===== config.mk =====
export PLATFORM = sky130hd
export DESIGN_NAME = display_scan_mux
export DESIGN_NICKNAME = d
export VERILOG_FILES = /design/src/rtl/display_pkg.sv /design/src/rtl/bcd_to_7seg.sv /design/src/rtl/display_scan_mux.sv
export SDC_FILE = /design/constraint.sdc
export NUM_CORES = 1
export LEC_CHECK = 0
export ABC_AREA = 1
export BUFFER_PORTS_ARGS = -buffer_cell sky130_fd_sc_hd__buf_2
export CAP_MARGIN = 20
export CORE_MARGIN = 4
export CORE_UTILIZATION = 40
export DETAILED_ROUTE_END_ITERATION = 6
export PLACE_DENSITY = 0.56
export SYNTH_ARGS = -nofsm -noshare
export SYNTH_HDL_FRONTEND = slang
export SYNTH_SLANG_ARGS = --single-unit

===== constraint.sdc =====
create_clock -name clk -period 7.8 [get_ports clk]
set_input_delay 0.78 -clock clk [delete_from_list [all_inputs] [get_ports clk]]
set_output_delay 0.78 -clock clk [all_outputs]
set_load 0.05 [all_outputs]

===== src/rtl/display_pkg.sv =====
// Shared constants and types for the multiplexed 7-segment clock display.
// Segment codes are active-low {dp,g,f,e,d,c,b,a}.
package display_pkg;

   localparam logic [7:0] SEG_BLANK = 8'hFF;
   localparam logic [7:0] SEG_DASH  = 8'hBF;

   localparam logic [7:0] SEG_DIGIT [0:9] = '{
      8'hC0, 8'hF9, 8'hA4, 8'hB0, 8'h99,
      8'h92, 8'h82, 8'hF8, 8'h80, 8'h90
   };

   localparam logic [2:0] DIG_BLANK_LO   = 3'd0;
   localparam logic [2:0] DIG_SEC_UNITS  = 3'd1;
   localparam logic [2:0] DIG_SEC_TENS   = 3'd2;
   localparam logic [2:0] DIG_MIN_UNITS  = 3'd3;
   localparam logic [2:0] DIG_MIN_TENS   = 3'd4;
   localparam logic [2:0] DIG_HOUR_UNITS = 3'd5;
   localparam logic [2:0] DIG_HOUR_TENS  = 3'd6;
   localparam logic [2:0] DIG_BLANK_HI   = 3'd7;

   typedef struct packed {
      logic [3:0] hour_tens;
      logic [3:0] hour_units;
      logic [3:0] min_tens;
      logic [3:0] min_units;
      logic [3:0] sec_tens;
      logic [3:0] sec_units;
   } bcd_snap_t;

endpackage


===== src/rtl/bcd_to_7seg.sv =====
// Combinational BCD to active-low 7-segment decoder.
// Non-decimal codes show a dash; dp is always off.
module bcd_to_7seg
   import display_pkg::*;
(
   input  logic [3:0] bcd,
   output logic [7:0] seg
);

   always_comb begin
      seg = SEG_DASH;
      if (bcd <= 4'd9) begin
         seg = SEG_DIGIT[bcd];
      end
   end

endmodule


===== src/rtl/display_scan_mux.sv =====
// Time-multiplexed scan of six BCD digits over eight anode slots.
// Digits come from a per-frame snapshot so a frame never tears.
module display_scan_mux
   import display_pkg::*;
#(
   parameter int REFRESH_DIV = 100000,
   parameter bit LZ_SUPPRESS = 1'b1
) (
   input  logic       clk,
   input  logic       reset,
   input  logic [3:0] sec_units,
   input  logic [3:0] sec_tens,
   input  logic [3:0] min_units,
   input  logic [3:0] min_tens,
   input  logic [3:0] hour_units,
   input  logic [3:0] hour_tens,
   input  logic       blank_en,
   output logic [2:0] select,
   output logic [7:0] seg_data,
   output logic [7:0] anode
);

   localparam int CW = (REFRESH_DIV > 1) ? $clog2(REFRESH_DIV) : 1;
   localparam logic [CW-1:0] CNT_MAX = CW'(REFRESH_DIV - 1);
   localparam logic [CW-1:0] CNT_ONE = CW'(1);

   logic [CW-1:0] cnt;
   logic          tick;
   logic [2:0]    sel_next;
   bcd_snap_t     snap;
   logic [3:0]    digit;
   logic          slot_dark;
   logic [7:0]    digit_seg;
   logic [7:0]    seg_next;
   logic [7:0]    anode_next;

   bcd_to_7seg u_dec (
      .bcd (digit),
      .seg (digit_seg)
   );

   always_comb begin
      tick     = (cnt == CNT_MAX);
      sel_next = tick ? select + 3'd1 : select;
   end

   // Outputs are decoded from the slot being entered so all three
   // registers land together.
   always_comb begin
      digit     = 4'h0;
      slot_dark = 1'b0;
      unique case (sel_next)
         DIG_SEC_UNITS:  digit = snap.sec_units;
         DIG_SEC_TENS:   digit = snap.sec_tens;
         DIG_MIN_UNITS:  digit = snap.min_units;
         DIG_MIN_TENS:   digit = snap.min_tens;
         DIG_HOUR_UNITS: digit = snap.hour_units;
         DIG_HOUR_TENS:  digit = snap.hour_tens;
         default:        slot_dark = 1'b1;
      endcase
   end

   always_comb begin
      seg_next = digit_seg;
      if (slot_dark) begin
         seg_next = SEG_BLANK;
      end
      if (LZ_SUPPRESS && sel_next == DIG_HOUR_TENS
          && snap.hour_tens == 4'h0) begin
         seg_next = SEG_BLANK;
      end
      seg_next[7] = 1'b1;
      anode_next  = blank_en ? 8'hFF : ~(8'h01 << sel_next);
   end

   always_ff @(posedge clk) begin
      if (reset) begin
         cnt      <= '0;
         select   <= DIG_BLANK_LO;
         anode    <= 8'hFE;
         seg_data <= SEG_BLANK;
         snap     <= '0;
      end else begin
         cnt      <= tick ? '0 : cnt + CNT_ONE;
         select   <= sel_next;
         anode    <= anode_next;
         seg_data <= seg_next;
         if (tick && select == DIG_BLANK_HI) begin
            snap <= '{hour_tens:  hour_tens,
                      hour_units: hour_units,
                      min_tens:   min_tens,
                      min_units:  min_units,
                      sec_tens:   sec_tens,
                      sec_units:  sec_units};
         end
      end
   end

endmodule

; Yosys cells after proc, flatten, opt, wreduce, memory -nomap -nowiden
; Memories as Yosys holds them, arrays and structs flattened.
; Index checks and enable logic that the tools add are counted.
[word_totals]
regBits = 60
mem_bits_ro = 128
input_bits = 27
output_inout_bits = 19
wordCells = 45
mem_count = 1
[classes]
add_sub_neg = 2
n_lt_le_gt_ge = 2
eq_ne = 8
n_shift = 1
mux = 6
n_bitwise = 4
n_reduce_logical = 8
[memory_table]
columns = memory, words, word_bits, rd, rd_clocked_by_memory_dff, wr, line
row1 = (no name shown), 16, 8, 1, 0, 0, bcd_to_7seg.sv:13  ; seg = SEG_DIGIT[bcd];
[ops]
columns = cell, n
row1 = one-hot mux 4 bit (6 select lines), 1
row2 = 2-to-1 mux 7 bit, 3
row3 = "adder 17 x 1 -> 17 bit, second input constant", 1
row4 = "equality test 17 bit, second input constant", 1
row5 = "equality test 3 bit, second input constant", 4
row6 = inverter 8 bit, 1
row7 = "<< shifter 1 x 3 -> 8 bit, first input constant", 1
row8 = "equality test 3 x 2 -> 1 bit, second input constant", 2
row9 = OR reduction 6 bit, 1
row10 = "greater-or-equal comparator 5 bit, second input constant", 1
row11 = inverter 4 -> 5 bit, 1
row12 = "<= comparator 4 bit, second input constant", 1
row13 = zero test 4 bit, 1
row14 = OR reduction 2 bit, 2
row15 = OR reduction 4 bit, 1
row16 = "adder 3 x 1 -> 3 bit, second input constant", 1
row17 = "equality test 3 x 1 -> 1 bit, second input constant", 1
row18 = 2-to-1 mux 3 bit, 1
row19 = OR reduction 3 bit, 1
row20 = logical AND 1 bit, 2
row21 = inverter 1 bit, 2
row22 = 2-to-1 mux 1 bit, 1

; Depth between registers and ports, before layout
; Gate-level depths: netlist of the first run.
[logic_depth]
ltp_word = 9
ltp_mapped = 19
ltp_nobuf = 19

; Hierarchy
; Synthesis of the first run repeated with hierarchy kept, for this count alone.
[hier_totals]
cells_unflattened = 393
area_unflattened_um2 = 2901.5
[modules_own_cells]
columns = mod, n_inst, cells_per_inst, area_per_inst_um2, seq_area_each_um2
row1 = display_scan_mux, 1, 361, 2701.3, 1181.1
row2 = bcd_to_7seg, 1, 32, 200.2, 0.0

; Worst setup path after synthesis of the first run
; OpenSTA, ideal clock, no wires.
[synth_path]
path_type = register to register
start = reg select[0]
end = reg seg_data[0]
setup_ns = 0.069
arrival_time_ns = 2.602
t_required_ns = 7.731
slack_ns = 5.129
stages_incl_launch_ff = 14
path_buffers = 0
synth_period_minus_slack_ns = 2.671
path_cell_list = dfxtp_1 > ha_1 > ha_1 > o21ai_4 > nand3_1 > o22ai_1 > nor2_1 > nand2_1 > inv_1 > ha_1 > or2_2 > nand3_2 > a21oi_4 > o21ai_1
[synth_between]
elab_chain_cells = 8
word_cells_on_any_way = 19
cone_classes = add/sub (1) / order compare (1) / eq/ne (6) / mux (4) / bitwise (3) / reduce/logical (3) / memory (1)
[synth_rtl]
columns = item, line
row1 = start: declaration, display_scan_mux.sv:18  ; output logic [2:0] select,
row2 = start signal: assignment, display_scan_mux.sv:85  ; select <= sel_next;
row3 = adder 3 x 1 -> 3 bit, display_scan_mux.sv:44  ; sel_next = tick ? select + 3'd1 : select;
row4 = 2-to-1 mux 3 bit (*), display_scan_mux.sv:44
row5 = "equality test 3 bit, or another cell as far along", "display_scan_mux.sv:52, display_scan_mux.sv:68"
row6 = one-hot mux 4 bit (6 select lines), display_scan_mux.sv:52  ; unique case (sel_next)
row7 = inverter 4 -> 5 bit (implied by the code), bcd_to_7seg.sv:13
row8 = memory read (16 x 8 bit), n/a
row9 = 2-to-1 mux 7 bit (implied by the code) (2 in series), bcd_to_7seg.sv:13
row10 = end signal: assignment, display_scan_mux.sv:87  ; seg_data <= seg_next;
row11 = end: declaration, display_scan_mux.sv:19  ; output logic [7:0] seg_data,
; Every way passes the cells marked *; elsewhere a longest branch is shown, timed or not. The select of a mux whose other input is x is not followed.
; A chain may end at the register's enable or synchronous reset.

; Final worst setup path of the first run
[layout_path]
start = reg cnt[0]
end = reg seg_data[0]
[layout_between]
elab_chain_cells = 8
word_cells_on_any_way = 19
cone_classes = order compare (1) / eq/ne (7) / mux (4) / bitwise (3) / reduce/logical (3) / memory (1)
[layout_rtl]
columns = item, line
row1 = start: declaration, display_scan_mux.sv:27  ; logic [CW-1:0] cnt;
row2 = start signal: assignment, display_scan_mux.sv:84  ; cnt <= tick ? '0 : cnt + CNT_ONE;
row3 = equality test 17 bit (*), display_scan_mux.sv:43  ; tick = (cnt == CNT_MAX);
row4 = 2-to-1 mux 3 bit (*), display_scan_mux.sv:44
row5 = "equality test 3 bit, or another cell as far along", "display_scan_mux.sv:52, display_scan_mux.sv:68"
row6 = one-hot mux 4 bit (6 select lines), display_scan_mux.sv:52
row7 = inverter 4 -> 5 bit (implied by the code), bcd_to_7seg.sv:13
row8 = memory read (16 x 8 bit), n/a
row9 = 2-to-1 mux 7 bit (implied by the code) (2 in series), bcd_to_7seg.sv:13
; Marks and branches as above.

==> results of run 1 <==
[worst register-to-register path, delay by kind of cell (launching register included)]
family | cells | cell delay, ns
AOI/OAI and AO/OA | 3 | 0.22
adders and majority gates | 2 | 0.44
buffers and inverters | 2 | 0.41
DFF | 1 | 0.33
and+or+nand+nor | 11 | 1.45
[sequential cells by signal, indices dropped and copies added (netlist names)]
register,cells
cnt,17
anode,8
select,3
snap,24
seg_data,7
[per-stage QoR]
stage          setup slack [ns]   util  cells  hold slack (ns)
2_1_floorplan              5.13      -    377            0.425
3_3_place_gp               5.05  0.452    491            0.445
3_5_place_dp               4.92  0.452    491            0.457
4_1_cts                    4.90  0.481    506            0.470
5_1_grt                    4.61  0.485    507            0.489
6_report                   4.89  0.485    507            0.464
[worst min-delay path by stage]
stage                     startpoint        to  slack, ns  depth (start not counted)
after global placement        cnt[0]    cnt[0]       0.45                          1
final                         cnt[0]    cnt[0]       0.46                          1
after global routing         snap[1]   snap[1]       0.49                          2
after CTS                    cnt[10]   cnt[10]       0.47                          2
after detailed placement      cnt[0]    cnt[0]       0.46                          1
after floorplan             snap[13]  snap[13]       0.42                          2
[cells by family after synthesis]
| group | after synthesis | share of synthesized area |
|---|---|---|
| and+or+nand+nor | 185 | 0.323 |
| AOI/OAI and AO/OA | 66 | 0.130 |
| DFF | 59 | 0.426 |
| buffers and inverters | 55 | 0.0762 |
| adders and majority gates | 7 | 0.0316 |
| xor gates and xnor gates | 4 | 0.0126 |
| other | 1 | 0.00135 |
[cell usage in the layout, fill, tap and decap left out, types with 5 or more instances in the layout]
cell type | synthesis | routed
ha_1 | 7 | 7
nand3_1 | 30 | 30
nor2_2 | 9 | 9
buf_2 | 1 | 44
inv_1 | 40 | 40
dfxtp_1 | 59 | 59
nor2_4 | 5 | 5
clkbuf_8 | 0 | 14
o21ai_0 | 24 | 24
nand2_1 | 75 | 75
nor3_1 | 8 | 8
nor2_1 | 36 | 36
a21oi_1 | 33 | 33
nand2_2 | 9 | 9
[power breakdown]
part / leakage (nW) / internal, mW / switching, mW
Sequential: 0.477 / 0.303 / 0.00117
Clock: 0.105 / 0.157 / 0.110
Combinational: 0.719 / 0.00697 / 0.0106
Total: 1.30 / 0.466 / 0.122
[metal layers]
metal / global-route usage / share of wire / vias up
met5: 0 / 0 / -
met2: 0.229 / 0.43 / 59
met1: 0.223 / 0.51 / 1086
met3: 0.0456 / 0.059 / 2
li1: - / - / 1309
met4: 0.0565 / 0.0061 / 0
[cell type report]
type	instances	area, sq um
multi-input cells	263	1380
repair buffers	45	248
clock buffers	14	193
well taps	80	100
inverters	45	169
fillers	693	3480
clock inverters	1	5.00
flip-flops and latches	59	1180
==> results.toml, run 1 <==
[setup_path]
r2r-end = "seg_data[0]"
worstRegToRegCells = 18
cp_slowest_stage_delay_ns = 0.33
critPathArrivalTime_ns = 3.17
cp.depth = 18
cp-start-kind = "flip-flop"
cp-end-kind = "flip-flop"
critical-path-slowest-cell = "dfxtp_1"
cp-startpoint = "cnt[0]"
worstSetupPathType = "flip-flop to flip-flop"
path_buf_inv = 2
worstPathMaxFanout = 13
reg2reg_from = "cnt[0]"
r2r_setup_slack_ns = 4.89
required_ns = 8.06
crit_chain = "ha_1 -> nand2_2 -> nor2_4 -> nand3_4 -> clkinv_1 -> nand2_2 -> nand2_4 -> nor2_1 -> nand2_1 -> o21ai_0 -> nor2_1 -> nand2_1 -> inv_1 -> ha_1 -> or2_2 -> nand3_2 -> a21oi_4 -> o21ai_1"
endpoint = "seg_data[0]"
critical-path-top-delay-family = "simple AND/OR/NAND/NOR gates"

[synth]
ys_top_cells_by_count = "nand2_1, dfxtp_1, inv_1"
synth_edf_count = 0
syn_avg_cell_area_sq_um = 7.36
synth_top_area_cell = "dfxtp_1"
synthCells = 377
synth_area_leaders = "dfxtp_1, nand2_1, a21oi_1"
netlist_area_sq_um = 2770
yosys.cell_types.count = 32
ys_seq_area_frac = 0.426
ys_warn_count = 0
synth_seq_cells = 59
synthArstFlopShare = 0
synth_fp_nets = 411
synth.most_common_cell = "nand2_1"
synth_top_area_frac = 0.426
synthFlopType = "dfxtp_1"

[run]
cap_violations = 0

[final_layout]
drive_above_1_share = 0.222
area_delta_synth_final_pct = 18.1
diodes = 0
nets = 457
final_cell_area_sq_um = 3280

[clock_network]
numCtsBuffers = 9
cts_resized = 0
clk_root_buffer_cell = "clkbuf_8"
postCtsSetupBuffers = 0
cts.htree.levels = 3
max-clock-path-buffers = 2
path_clk_slew_ns = 0.06
ctsHoldBuffers = 0
cts_tree = "done"
clock_latency_ns = 0.33
clock-sinks = 59

[power_and_ir_drop]
power_density_nw_per_um2 = 179
p_total_uw = 588
p_leak_nw = 1.30
irDropWorstVdd_mv = 0.0970

[global_route]
grt_max_degree = 39
grt_pass1_wl_um = 10600
grt_overflow = 0
grt_use_total = 0.158
grt_pass1_vias = 2258
antenna_found_initial = 0

[die]
dieWidth_um = 91.3
io_pins = 46
core.rowCount = 30
die-height_um = 91.3
dieArea_sq_um = 8330
core_area_sq_um = 6760
initial_core_util = 0.411

[drt]
viasPerCell = 4.84
post-route-drc-count = 0
via_count = 2456
antenna_left = 0
wl_um = 6280
routedWlPerCell_um = 12.4
first_pass_iters = 4
drt_iter0_markers = 99

[timing]
totalNegativeSetupSlack_ns = 0
grt_setup_unrepaired = "no"
tightest_slew_ns = 0.605
fmax_mhz = 343
final_max_slew_viol_count = 0
relSlewSlack = 0.595
min_period_over_period = 0.373
hold_viol = 0
setup_viol = 0
finClkSkew_ns = 0.00839
period_needed_ns = 2.91

[placed_design]
gp_congestion = 0.852
dpl.hpwl_um = 4860
placed_area_sq_um = 3050
io_buffers = 44

[hold_path]
hold_path.class = "flip-flop to flip-flop"

[status]
status = "completed"
Power figures use the tool's default switching activity.
==> run 2: changes to the inputs <==
- clock period: 7.8 -> 2.7 ns (I/O delays scaled with it)
==> results.toml, run 2 (synthesis results as in run 1) <==
[status]
status = "completed"

[global_route]
grt_pass1_wl_um = 10800
grt_max_degree = 39
grt_pass1_vias = 2293
grt_use_total = 0.162
antenna_found_initial = 0
grt_overflow = 0

[setup_path]
reg2reg_from = "cnt[1]"
critPathArrivalTime_ns = 2.78
cp-start-kind = "flip-flop"
path_buf_inv = 1
required_ns = 2.91
r2r_setup_slack_ns = 0.13
critical-path-top-delay-family = "simple AND/OR/NAND/NOR gates"
crit_chain = "ha_4 -> nand2_4 -> nor2_4 -> nand2_2 -> nor2_4 -> nand3_2 -> nand2_4 -> buf_4 -> nand3_1 -> o22ai_1 -> nor2_1 -> nand2_2 -> ha_4 -> or2_4 -> nand3_2 -> a21oi_4 -> o21ai_1"
cp-end-kind = "flip-flop"
critical-path-slowest-cell = "dfxtp_4"
r2r-end = "seg_data[0]"
worstSetupPathType = "flip-flop to flip-flop"
worstRegToRegCells = 17
cp.depth = 17
worstPathMaxFanout = 6
cp_slowest_stage_delay_ns = 0.37

[die]
dieArea_sq_um = 8330
core.rowCount = 30
core_area_sq_um = 6760
io_pins = 46
initial_core_util = 0.411
die-height_um = 91.3
dieWidth_um = 91.3

[placed_design]
io_buffers = 44
pre_cts_ws_ns = -0.00563
dpl.hpwl_um = 4850
gp_congestion = 0.818
placed_area_sq_um = 3120

[drt]
first_pass_iters = 4
via_count = 2554
wl_um = 6670
routedWlPerCell_um = 12.8
viasPerCell = 4.88
antenna_left = 0
drt_iter0_markers = 100
post-route-drc-count = 0

[power_and_ir_drop]
p_leak_nw = 1.42
power_density_nw_per_um2 = 504
p_total_mw = 1.77
irDropWorstVdd_mv = 0.267

[timing]
finClkSkew_ns = 0.00716
hold_slack_ns = 0.202
hold_viol = 0
period_needed_ns = 2.57
fmax_mhz = 389
setup_viol = 0
final_max_slew_viol_count = 0
layout_setup_ws_ns = 0.131
min_period_over_period = 0.952

[run]
cap_violations = 0

[clock_network]
cts.htree.levels = 3
max-clock-path-buffers = 2
path_clk_slew_ns = 0.07
ctsHoldBuffers = 0
clk_root_buffer_cell = "clkbuf_8"
clock_latency_ns = 0.33
clock-sinks = 59
cts_tree = "done"
numCtsBuffers = 9

[final_layout]
final_cell_mix = "nand2_1, dfxtp_1, buf_2"
layout_commonest_cell = "nand2_1"
diodes = 0
fill_cells = 683
nets = 472
top_regs = "snap: 24 flops, cnt: 17 flops, anode: 8 flops"
final_util = 0.521
drive_above_1_share = 0.305
largest_reg_flops = 24
final_cell_area_sq_um = 3520
area_delta_synth_final_pct = 26.9
regMostFlops = "snap"

[hold_path]
hold_path.class = "primary input to flip-flop"
hold_depth = 3
whs_endpoint = "snap[17]"
min_from = "hour_units[1]"
-- run 2: power by group --
group	total [mW]	internal (mW)	switching [mW]
Clock	0.839	0.498	0.340
Combinational	0.0548	0.0233	0.0316
Sequential	0.879	0.874	0.00503
-- run 2: per-layer routing --
layer  vias to the layer above  GRT usage  wire length [um]
li1                       1337          -                 -
met1                      1141      0.231              3330
met2                        64      0.231              2880
met3                        12     0.0472               357
met4                         0     0.0565               101
met5                         -          0                 0
-- run 2: worst register-to-register path, stage by stage, from the launching register on --
cell and delay (ns):
dfxtp_4 0.37, ha_4 0.14, nand2_4 0.05, nor2_4 0.14, nand2_2 0.08, nor2_4 0.16
nand3_2 0.11, nand2_4 0.13, buf_4 0.13, nand3_1 0.09, o22ai_1 0.17, nor2_1 0.08
nand2_2 0.12, ha_4 0.15, or2_4 0.11, nand3_2 0.09, a21oi_4 0.23, o21ai_1 0.09
-- run 2: layout make-up --
class,count,area (sq um),area share
multi-input combinational,264,1510,0.429
sequential,59,1190,0.339
timing repair buffer,59,333,0.0946
inverter,45,169,0.0480
clock buffer,12,165,0.0469
tap,80,100,0.0284
clock inverter,4,47.5,0.0135
-- run 2: per-stage QoR --
stage,cells,TNS (ns)
after floorplan,377,0
after global placement,500,0
after detailed placement,500,-0.00563
after CTS,517,0
after global routing,523,-0.0585
final,523,0
-- run 2: worst max-delay path by stage --
stage          slack, ns          end       from
3_3_place_gp        0.05  seg_data[3]     cnt[0]
5_1_grt            -0.02  seg_data[3]     cnt[7]
3_5_place_dp      -0.006  seg_data[0]     cnt[0]
4_1_cts             0.01  seg_data[0]     cnt[1]
2_1_floorplan       0.03  seg_data[0]  select[0]
6_report            0.13  seg_data[0]     cnt[1]
-- run 2: timing repair --
action	4_1_cts	5_1_grt
endpoints found under the setup margin	5	6
gates cloned	0	1
gates resized for setup	2	39
setup buffers	1	6
pin swaps	1	17
==> run 3: changes to the inputs <==
- PLACE_DENSITY: 0.56 -> 0.58
- clock period: 2.7 -> 2.2 ns (I/O delays scaled with it)
==> results.toml, run 3 (synthesis results as in run 1) <==
[placed_design]
io_buffers = 44
placed_area_sq_um = 3510
dpl.hpwl_um = 5200
gp_congestion = 0.809

[clock_network]
path_clk_slew_ns = 0.07
ctsHoldBuffers = 0
cts.htree.levels = 3
max-clock-path-buffers = 2
clock_latency_ns = 0.33
clk_root_buffer_cell = "clkbuf_8"
numCtsBuffers = 9
clock-sinks = 59
cts_tree = "done"

[power_and_ir_drop]
p_total_mw = 2.04
irDropWorstVdd_mv = 0.345
power_density_nw_per_um2 = 524
p_leak_nw = 1.61

[drt]
wl_um = 6760
drt_iter0_markers = 104
first_pass_iters = 4
via_count = 2649
post-route-drc-count = 0
antenna_left = 0
routedWlPerCell_um = 11.9
viasPerCell = 4.66

[timing]
layout_setup_ws_ns = -0.225
final_max_slew_viol_count = 0
hold_slack_ns = 0.153
fmax_mhz = 412
period_needed_ns = 2.43
finClkSkew_ns = 0.00842
setup_viol = 7
grt_setup_unrepaired = "yes"
min_period_over_period = 1.10
hold_viol = 0

[setup_path]
required_ns = 2.47
r2r-end = "seg_data[3]"
reg2reg_from = "cnt[0]"
cp-end-kind = "flip-flop"
r2r_setup_slack_ns = -0.23
critPathArrivalTime_ns = 2.69
worstRegToRegCells = 19
worstPathMaxFanout = 6
worstSetupPathType = "flip-flop to flip-flop"
cp-start-kind = "flip-flop"

[final_layout]
multiInputGateArea_sq_um = 1560
largest_reg_flops = 24
layout_commonest_cell = "nand2_1"
regMostFlops = "snap"
final_cell_mix = "nand2_1, buf_4, dfxtp_1"
nets = 518
top_regs = "snap: 24 flops, cnt: 17 flops, anode: 8 flops"
area_delta_synth_final_pct = 40.4
drive_above_1_share = 0.401
seqCellArea_sq_um = 1200
fill_cells = 663
diodes = 0
final_cell_area_sq_um = 3890

[die]
core_area_sq_um = 6760
die-height_um = 91.3
io_pins = 46
core.rowCount = 30
dieArea_sq_um = 8330
dieWidth_um = 91.3
initial_core_util = 0.411

[global_route]
grt_overflow = 0
grt_max_degree = 39
grt_pass1_vias = 2581
grt_use_total = 0.174
grt_pass1_wl_um = 11800
antenna_found_initial = 0

[hold_path]
whs_endpoint = "snap[4]"
min_from = "sec_tens[0]"
hold_depth = 3
hold_path.class = "primary input to flip-flop"

[status]
status = "complete, but fails checks"
violations = "negative setup slack"

[run]
cap_violations = 0
run 3: per-stage QoR:
step / TNS (ns) / util / worst slack (ns) / instances
2_1_floorplan: -0.832 / - / -0.148 / 377
3_5_place_dp: -1.73 / 0.519 / -0.302 / 542
6_report: -1.36 / 0.576 / -0.225 / 569
3_3_place_gp: -1.22 / 0.519 / -0.208 / 542
4_1_cts: -1.25 / 0.564 / -0.203 / 566
5_1_grt: -2.79 / 0.576 / -0.432 / 569
run 3: worst max-delay path, cell delays in order (launching register included):
cell	delay, ns
dfxtp_2	0.35
ha_4	0.15
nand2_4	0.05
nor2_4	0.13
nand2_2	0.08
nor2_4	0.13
nand3_2	0.10
nand2_4	0.14
nand2_4	0.07
nor2_4	0.12
nand2_1	0.06
o21ai_1	0.08
nor2_1	0.05
nand2_1	0.11
inv_2	0.07
ha_2	0.17
or2_4	0.24
nand3_4	0.09
a21oi_4	0.07
o21ai_1	0.08
run 3: layout make-up:
| class | count | area share |
|---|---|---|
| clock buffer | 12 | 0.0398 |
| multi-input combinational | 263 | 0.401 |
| tap | 80 | 0.0257 |
| inverter | 45 | 0.0434 |
| sequential | 59 | 0.308 |
| timing repair buffer | 106 | 0.176 |
| clock inverter | 4 | 0.00611 |
run 3: worst max-delay path by stage:
stage                        from     endpoint  slack [ns]  depth (start not counted)
after floorplan            cnt[1]  seg_data[0]       -0.15                         19
after global placement     cnt[1]  seg_data[4]       -0.21                         18
after detailed placement   cnt[1]  seg_data[3]       -0.30                         17
after CTS                  cnt[0]  seg_data[3]       -0.20                         19
after global routing      cnt[16]  seg_data[3]       -0.43                         18
final                      cnt[0]  seg_data[3]       -0.23                         19
run 3: layer usage:
metal | wire length (um) | global-route usage
met5 | 0 | 0
met4 | 68 | 0.0641
met3 | 298 | 0.0323
met2 | 2920 | 0.266
met1 | 3480 | 0.243
run 3: repair_timing:
action	in CTS	in global routing
gates cloned	0	0
gates resized for setup	16	20
buffers inserted	8	3
pin swaps	13	4
setup endpoints to repair	7	10
run 3: power by group:
part	internal, mW	switching, mW
clock	0.467	0.422
sequential	1.07	0.00463
combinational	0.0330	0.0413
total	1.57	0.468
